$ cat src/rtl/ctrl_pkg.sv
// rtl/ctrl_pkg.sv - opcodes, FSM states and instruction field positions for ctrl_unit_4bit
package ctrl_pkg;

    localparam logic [3:0] OP_NOP     = 4'b0000;
    localparam logic [3:0] OP_LDI     = 4'b0001;
    localparam logic [3:0] OP_JMP     = 4'b0010;
    localparam logic [3:0] OP_HALT    = 4'b0011;
    localparam logic [3:0] OP_ALU_MIN = 4'b0100;
    localparam logic [3:0] OP_ALU_MAX = 4'b1111;

    localparam int OP_MSB  = 11;
    localparam int OP_LSB  = 8;
    localparam int RD_MSB  = 7;
    localparam int RD_LSB  = 6;
    localparam int RS_MSB  = 5;
    localparam int RS_LSB  = 4;
    localparam int IMM_MSB = 3;
    localparam int IMM_LSB = 0;

    typedef enum logic [1:0] {
        S_FETCH,
        S_DECODE,
        S_WAIT,
        S_HALT
    } state_t;

endpackage

$ cat src/rtl/ctrl_regfile.sv
// rtl/ctrl_regfile.sv - 4x4-bit register file, one write port, two operand reads and a debug read
module ctrl_regfile (
    input  logic       clk,
    input  logic       rst_n,
    input  logic       we,
    input  logic [1:0] waddr,
    input  logic [3:0] wdata,
    input  logic [1:0] raddr_a,
    input  logic [1:0] raddr_b,
    input  logic [1:0] dbg_sel,
    output logic [3:0] rdata_a,
    output logic [3:0] rdata_b,
    output logic [3:0] dbg_data
);

    logic [3:0][3:0] regs;

    always_ff @(posedge clk or negedge rst_n) begin
        if (!rst_n) begin
            regs <= '0;
        end else if (we) begin
            regs[waddr] <= wdata;
        end
    end

    assign rdata_a  = regs[raddr_a];
    assign rdata_b  = regs[raddr_b];
    assign dbg_data = regs[dbg_sel];

endmodule

$ cat src/rtl/ctrl_unit_4bit.sv
// rtl/ctrl_unit_4bit.sv - microcore sequencer driving the ALU; CTRL_ACK_TIMEOUT_EN enables the ack timeout
module ctrl_unit_4bit
    import ctrl_pkg::*;
#(
    parameter int TIMEOUT = 4
) (
    input  logic        clk,
    input  logic        rst_n,
    output logic [3:0]  pc,
    input  logic [11:0] instr,
    output logic        ula_en,
    output logic [3:0]  ula_a,
    output logic [3:0]  ula_b,
    output logic [3:0]  ula_sel,
    input  logic [3:0]  ula_result,
    input  logic        ula_ack,
    input  logic [1:0]  dbg_sel,
    output logic [3:0]  dbg_data,
    output logic        halted,
    output logic        err
);

    state_t      state, state_n;
    logic [11:0] ir, ir_n;
    logic [3:0]  pc_n;
    logic        ula_en_n;
    logic        load_ops;
    logic        rf_we;
    logic [3:0]  rf_wdata;
    logic [3:0]  op_a, op_b;
    logic        timeout;

    logic [3:0] op, imm;
    logic [1:0] rd, rs;
    assign op  = ir[OP_MSB:OP_LSB];
    assign rd  = ir[RD_MSB:RD_LSB];
    assign rs  = ir[RS_MSB:RS_LSB];
    assign imm = ir[IMM_MSB:IMM_LSB];

    ctrl_regfile u_regfile (
        .clk      (clk),
        .rst_n    (rst_n),
        .we       (rf_we),
        .waddr    (rd),
        .wdata    (rf_wdata),
        .raddr_a  (rd),
        .raddr_b  (rs),
        .dbg_sel  (dbg_sel),
        .rdata_a  (op_a),
        .rdata_b  (op_b),
        .dbg_data (dbg_data)
    );

    always_comb begin
        state_n  = state;
        ir_n     = ir;
        pc_n     = pc;
        ula_en_n = 1'b0;
        load_ops = 1'b0;
        rf_we    = 1'b0;
        rf_wdata = ula_result;
        case (state)
            S_FETCH: begin
                ir_n    = instr;
                pc_n    = pc + 4'd1;
                state_n = S_DECODE;
            end
            S_DECODE: begin
                state_n = S_FETCH;
                case (op)
                    OP_NOP: ;
                    OP_LDI: begin
                        rf_we    = 1'b1;
                        rf_wdata = imm;
                    end
                    OP_JMP:  pc_n = imm;
                    OP_HALT: state_n = S_HALT;
                    default: begin
                        load_ops = 1'b1;
                        ula_en_n = 1'b1;
                        state_n  = S_WAIT;
                    end
                endcase
            end
            S_WAIT: begin
                if (ula_ack) begin
                    rf_we   = 1'b1;
                    state_n = S_FETCH;
                end else if (timeout) begin
                    state_n = S_HALT;
                end
            end
            default: ;
        endcase
    end

    always_ff @(posedge clk or negedge rst_n) begin
        if (!rst_n) begin
            state   <= S_FETCH;
            ir      <= '0;
            pc      <= '0;
            ula_en  <= 1'b0;
            ula_a   <= '0;
            ula_b   <= '0;
            ula_sel <= '0;
        end else begin
            state  <= state_n;
            ir     <= ir_n;
            pc     <= pc_n;
            ula_en <= ula_en_n;
            // Operands stay frozen through WAIT so the ALU can sample them late
            if (load_ops) begin
                ula_a   <= op_a;
                ula_b   <= op_b;
                ula_sel <= op;
            end
        end
    end

    assign halted = (state == S_HALT);

`ifdef CTRL_ACK_TIMEOUT_EN
    localparam int CNT_W = $clog2(TIMEOUT + 1);

    logic [CNT_W-1:0] wait_cnt;
    logic             err_q;

    assign timeout = (state == S_WAIT) && !ula_ack && (wait_cnt == CNT_W'(TIMEOUT - 1));

    always_ff @(posedge clk or negedge rst_n) begin
        if (!rst_n) begin
            wait_cnt <= '0;
            err_q    <= 1'b0;
        end else begin
            if (state != S_WAIT) begin
                wait_cnt <= '0;
            end else begin
                wait_cnt <= wait_cnt + 1'b1;
            end
            if (timeout) begin
                err_q <= 1'b1;
            end
        end
    end

    assign err = err_q;
`else
    assign timeout = 1'b0;
    assign err     = 1'b0;
`endif

endmodule

$ cat config.mk
export PLATFORM = sky130hd
export DESIGN_NAME = ctrl_unit_4bit
export DESIGN_NICKNAME = d
export VERILOG_FILES = /design/src/rtl/ctrl_pkg.sv /design/src/rtl/ctrl_regfile.sv /design/src/rtl/ctrl_unit_4bit.sv
export SDC_FILE = /design/constraint.sdc
export NUM_CORES = 1
export LEC_CHECK = 0
export BUFFER_PORTS_ARGS = -buffer_cell sky130_fd_sc_hd__buf_2
export CAP_MARGIN = 20
export CELL_PAD_IN_SITES_DETAIL_PLACEMENT = 1
export CELL_PAD_IN_SITES_GLOBAL_PLACEMENT = 2
export CORE_MARGIN = 4
export CORE_UTILIZATION = 25
export CTS_BUF_LIST = sky130_fd_sc_hd__clkbuf_8
export CTS_CLUSTER_SIZE = 30
export DETAILED_ROUTE_END_ITERATION = 8
export PLACE_DENSITY = 0.64
export SETUP_SLACK_MARGIN = 0.3
export SYNTH_ARGS = -nofsm -noshare
export SYNTH_HDL_FRONTEND = slang
export SYNTH_SLANG_ARGS = --single-unit
$ cat constraint.sdc
create_clock -name clk -period 4.71 [get_ports clk]
set_input_delay 0.942 -clock clk [delete_from_list [all_inputs] [get_ports clk]]
set_output_delay 0.942 -clock clk [all_outputs]
set_load 0.1 [all_outputs]
==> PnR_summary.wiki <==
{| class="wikitable"
! Metric !! Value
|-
| Synthesized area per cell || 14.3 um2
|-
| Worst Hold Path EP || ula_sel[2]
|-
| Most common cell after layout, fill and taps aside || sky130_fd_sc_hd__dfrtp_1
|-
| Largest net degree at the start of global routing || 48
|-
| Yosys warning count || 0
|-
| Count of buffers added by post-CTS timing repair for setup || 0
|-
| Post-synth EDFFs || 0
|-
| Area enclosed by the die boundary || 10,900 um2
|-
| Register clock-pin slew on the reported worst setup and hold paths || 0.09 ns
|-
| All-Layer GR Usage || 0.103
|-
| Worst r2r path cells || 6
|-
| CTS tree || yes
|-
| Final count of negative-setup-slack endpoints || 0
|-
| Crit path time final || 2.85 ns
|-
| Resized cells post-CTS || 0
|-
| Sequential fraction of the synthesis area || 0.508
|-
| Width of the die || 104 um
|-
| Status || complete, no violations
|-
| Final net count || 234
|-
| Post-synthesis register bit count || 47
|-
| Half-perimeter wire length of the detailed placement result || 3980 um
|-
| Share of cells above drive strength 1 || 0.538
|-
| Total DRC errors in the routed layout || 0
|-
| Gate count of the mapped netlist || 162
|-
| GPL Wtd Cong || 0.762
|-
| # hold bufs at CTS || 0
|-
| Maximum fanout encountered on the critical timing path || 4
|-
| Total standard cell area after synthesis || 2320 um2
|-
| Dominant register cell in the synthesized netlist || sky130_fd_sc_hd__dfrtp_1
|-
| Endpoint arrival time on the critical path || 1.91 ns
|-
| Placeable Area || 8850 um2
|-
| Achievable Freq || 350 MHz
|-
| Routed length per instance || 16.7 um
|-
| Share of the cycle needed by the critical path after routing || 0.606
|-
| Number of diodes || 0
|-
| Reg-to-reg endpoint || u_regfile.regs[8]
|-
| Relative slew slack || 0.534
|-
| Post-synthesis to final-layout area growth || 18.7%
|-
| Vias || 1,483
|-
| Start of the worst register-to-register path || state[1]
|-
| Boundary Pins || 44
|-
| Reg2reg setup slack || 2.30 ns
|-
| Number of cells on the worst hold path || 2
|-
| Number of buffers inserted by port buffering || 42
|-
| Number of optimization iterations in the first detailed-route pass || 4
|-
| Yosys top cell by area || sky130_fd_sc_hd__dfrtp_1
|-
| Post-synth top area share || 0.508
|-
| Clock Tree Root || sky130_fd_sc_hd__clkbuf_8
|-
| Measured slew at the worst slew-check pin || 0.699 ns
|-
| Data required time at the worst endpoint || 3.77 ns
|-
| Vias in the first global route || 1,569
|-
| Post-synth cell types || 29
|-
| Share of flip-flops with an asynchronous set or reset after synthesis || 1.00
|-
| Category of the worst setup path capture point || output port
|-
| Num Clock Sinks || 47
|-
| Startpoint Class || input pin
|-
| Leading cell types in the layout, fill and taps excluded || sky130_fd_sc_hd__dfrtp_1 (47), sky130_fd_sc_hd__buf_2 (42), sky130_fd_sc_hd__mux2_2 (41)
|-
| Y dimension of the die || 104 um
|-
| Site row count || 34
|-
| Max clock buf depth || 2
|-
| Setup repair after global routing missed its margin || no
|-
| Kind of path behind the tightest hold check || flip-flop to flip-flop
|-
| First-pass GRT wire length || 8870 um
|-
| Hold slack || 0.476 ns
|-
| Total of max-cap violations || 0
|-
| CTS HTree Levels || 2
|-
| Net count after synthesis || 189
|-
| Total negative slack for setup checks || 0 ns
|-
| Violation count after the first detailed-route iteration || 23
|-
| Global-route congestion overflow total || 0
|-
| Routed via count divided by cell count || 4.69
|-
| Area contributors post-synth || sky130_fd_sc_hd__dfrtp_1 (51%), sky130_fd_sc_hd__mux2_2 (20%), sky130_fd_sc_hd__mux4_2 (12%), sky130_fd_sc_hd__ha_1 (3.2%), sky130_fd_sc_hd__nand2_1 (1.9%)
|-
| CP Class || input pin to output port
|-
| Startpoint of the most critical hold path || ula_sel[2]
|-
| Crit path launch || dbg_sel[0]
|-
| Clock tree skew after final layout || 0.00653 ns
|-
| Number of max-slew violations in the final report || 0
|-
| WL final || 5290 um
|-
| Number of buffers created by CTS || 5
|-
| Clock latency on the worst-skew pair || 0.29 ns
|-
| Count of final hold-check violations || 0
|-
| Starting density of the core || 0.262
|-
| Antenna violations before repair || 0
|-
| Residual antenna-violating net count after detailed routing || 0
|}
## Yosys cell counts, types with 2 or more instances
| library cell | number |
|---|---|
| sky130_fd_sc_hd__dfrtp_1 | 47 |
| sky130_fd_sc_hd__mux2_2 | 41 |
| sky130_fd_sc_hd__mux4_2 | 12 |
| sky130_fd_sc_hd__nand2_1 | 12 |
| sky130_fd_sc_hd__o21ai_0 | 7 |
| sky130_fd_sc_hd__ha_1 | 6 |
| sky130_fd_sc_hd__inv_1 | 5 |
| sky130_fd_sc_hd__clkbuf_1 | 4 |
| sky130_fd_sc_hd__nand3_1 | 3 |
| sky130_fd_sc_hd__nor2_1 | 3 |
| sky130_fd_sc_hd__a21oi_1 | 2 |
| sky130_fd_sc_hd__and4b_2 | 2 |
| sky130_fd_sc_hd__mux2i_1 | 2 |
## final cells by class
cell class	instances	area (um2)
Clock inverter	3	20.0
Timing Repair Buffer	44	238
Multi-Input combinational cell	104	1090
Tap cell	108	135
Inverter	5	18.8
Clock buffer	5	68.8
Fill cell	957	6100
Sequential cell	47	1180
## worst max-delay path: stages
cell and delay [ns]:
sky130_fd_sc_hd__buf_2 0.16, sky130_fd_sc_hd__mux4_2 0.50, sky130_fd_sc_hd__buf_2 0.30
## registers in the layout (all words and copies together), names as in the netlist
register        flops
state               2
u_regfile.regs     16
ula_a               4
ula_en              1
ir                 12
ula_b               4
ula_sel             4
pc                  4
## per-layer routing
metal / vias to the layer above / track usage / routed length, um
met2: 32 / 0.150 / 2410
met1: 756 / 0.147 / 2610
met4: 0 / 0.0370 / 83
met5: - / 0 / 0
met3: 7 / 0.0261 / 194
li1: 688 / - / -
## cell families after synthesis
logic type	Yosys count	synth area share
other	1	0.00162
AND/OR/NAND/NOR	28	0.0751
flip-flops	47	0.508
AO/OA/AOI/OAI	13	0.0329
multiplexers	56	0.330
adder cells (fa/ha/maj)	6	0.0324
buffers and inverters	11	0.0200
## worst max-delay path by stage
stage,to,slack [ns]
global route,dbg_data[2],1.80
finish,dbg_data[1],1.86
CTS,dbg_data[1],1.85
floorplan,dbg_data[0],2.08
global placement,dbg_data[3],1.87
detailed placement,dbg_data[1],1.85
## stage by stage
stage / setup slack (ns) / util / instance area, um2 / std cells
final: 1.86 / 0.311 / 2750 / 316
after detailed placement: 1.85 / 0.299 / 2640 / 307
after CTS: 1.85 / 0.309 / 2730 / 315
after floorplan: 2.08 / - / 2320 / 162
after global routing: 1.80 / 0.311 / 2750 / 316
after global placement: 1.87 / 0.298 / 2640 / 306
Power is not shown: default switching activity piles up to over one toggle a cycle in this logic, so the estimate is an artifact.
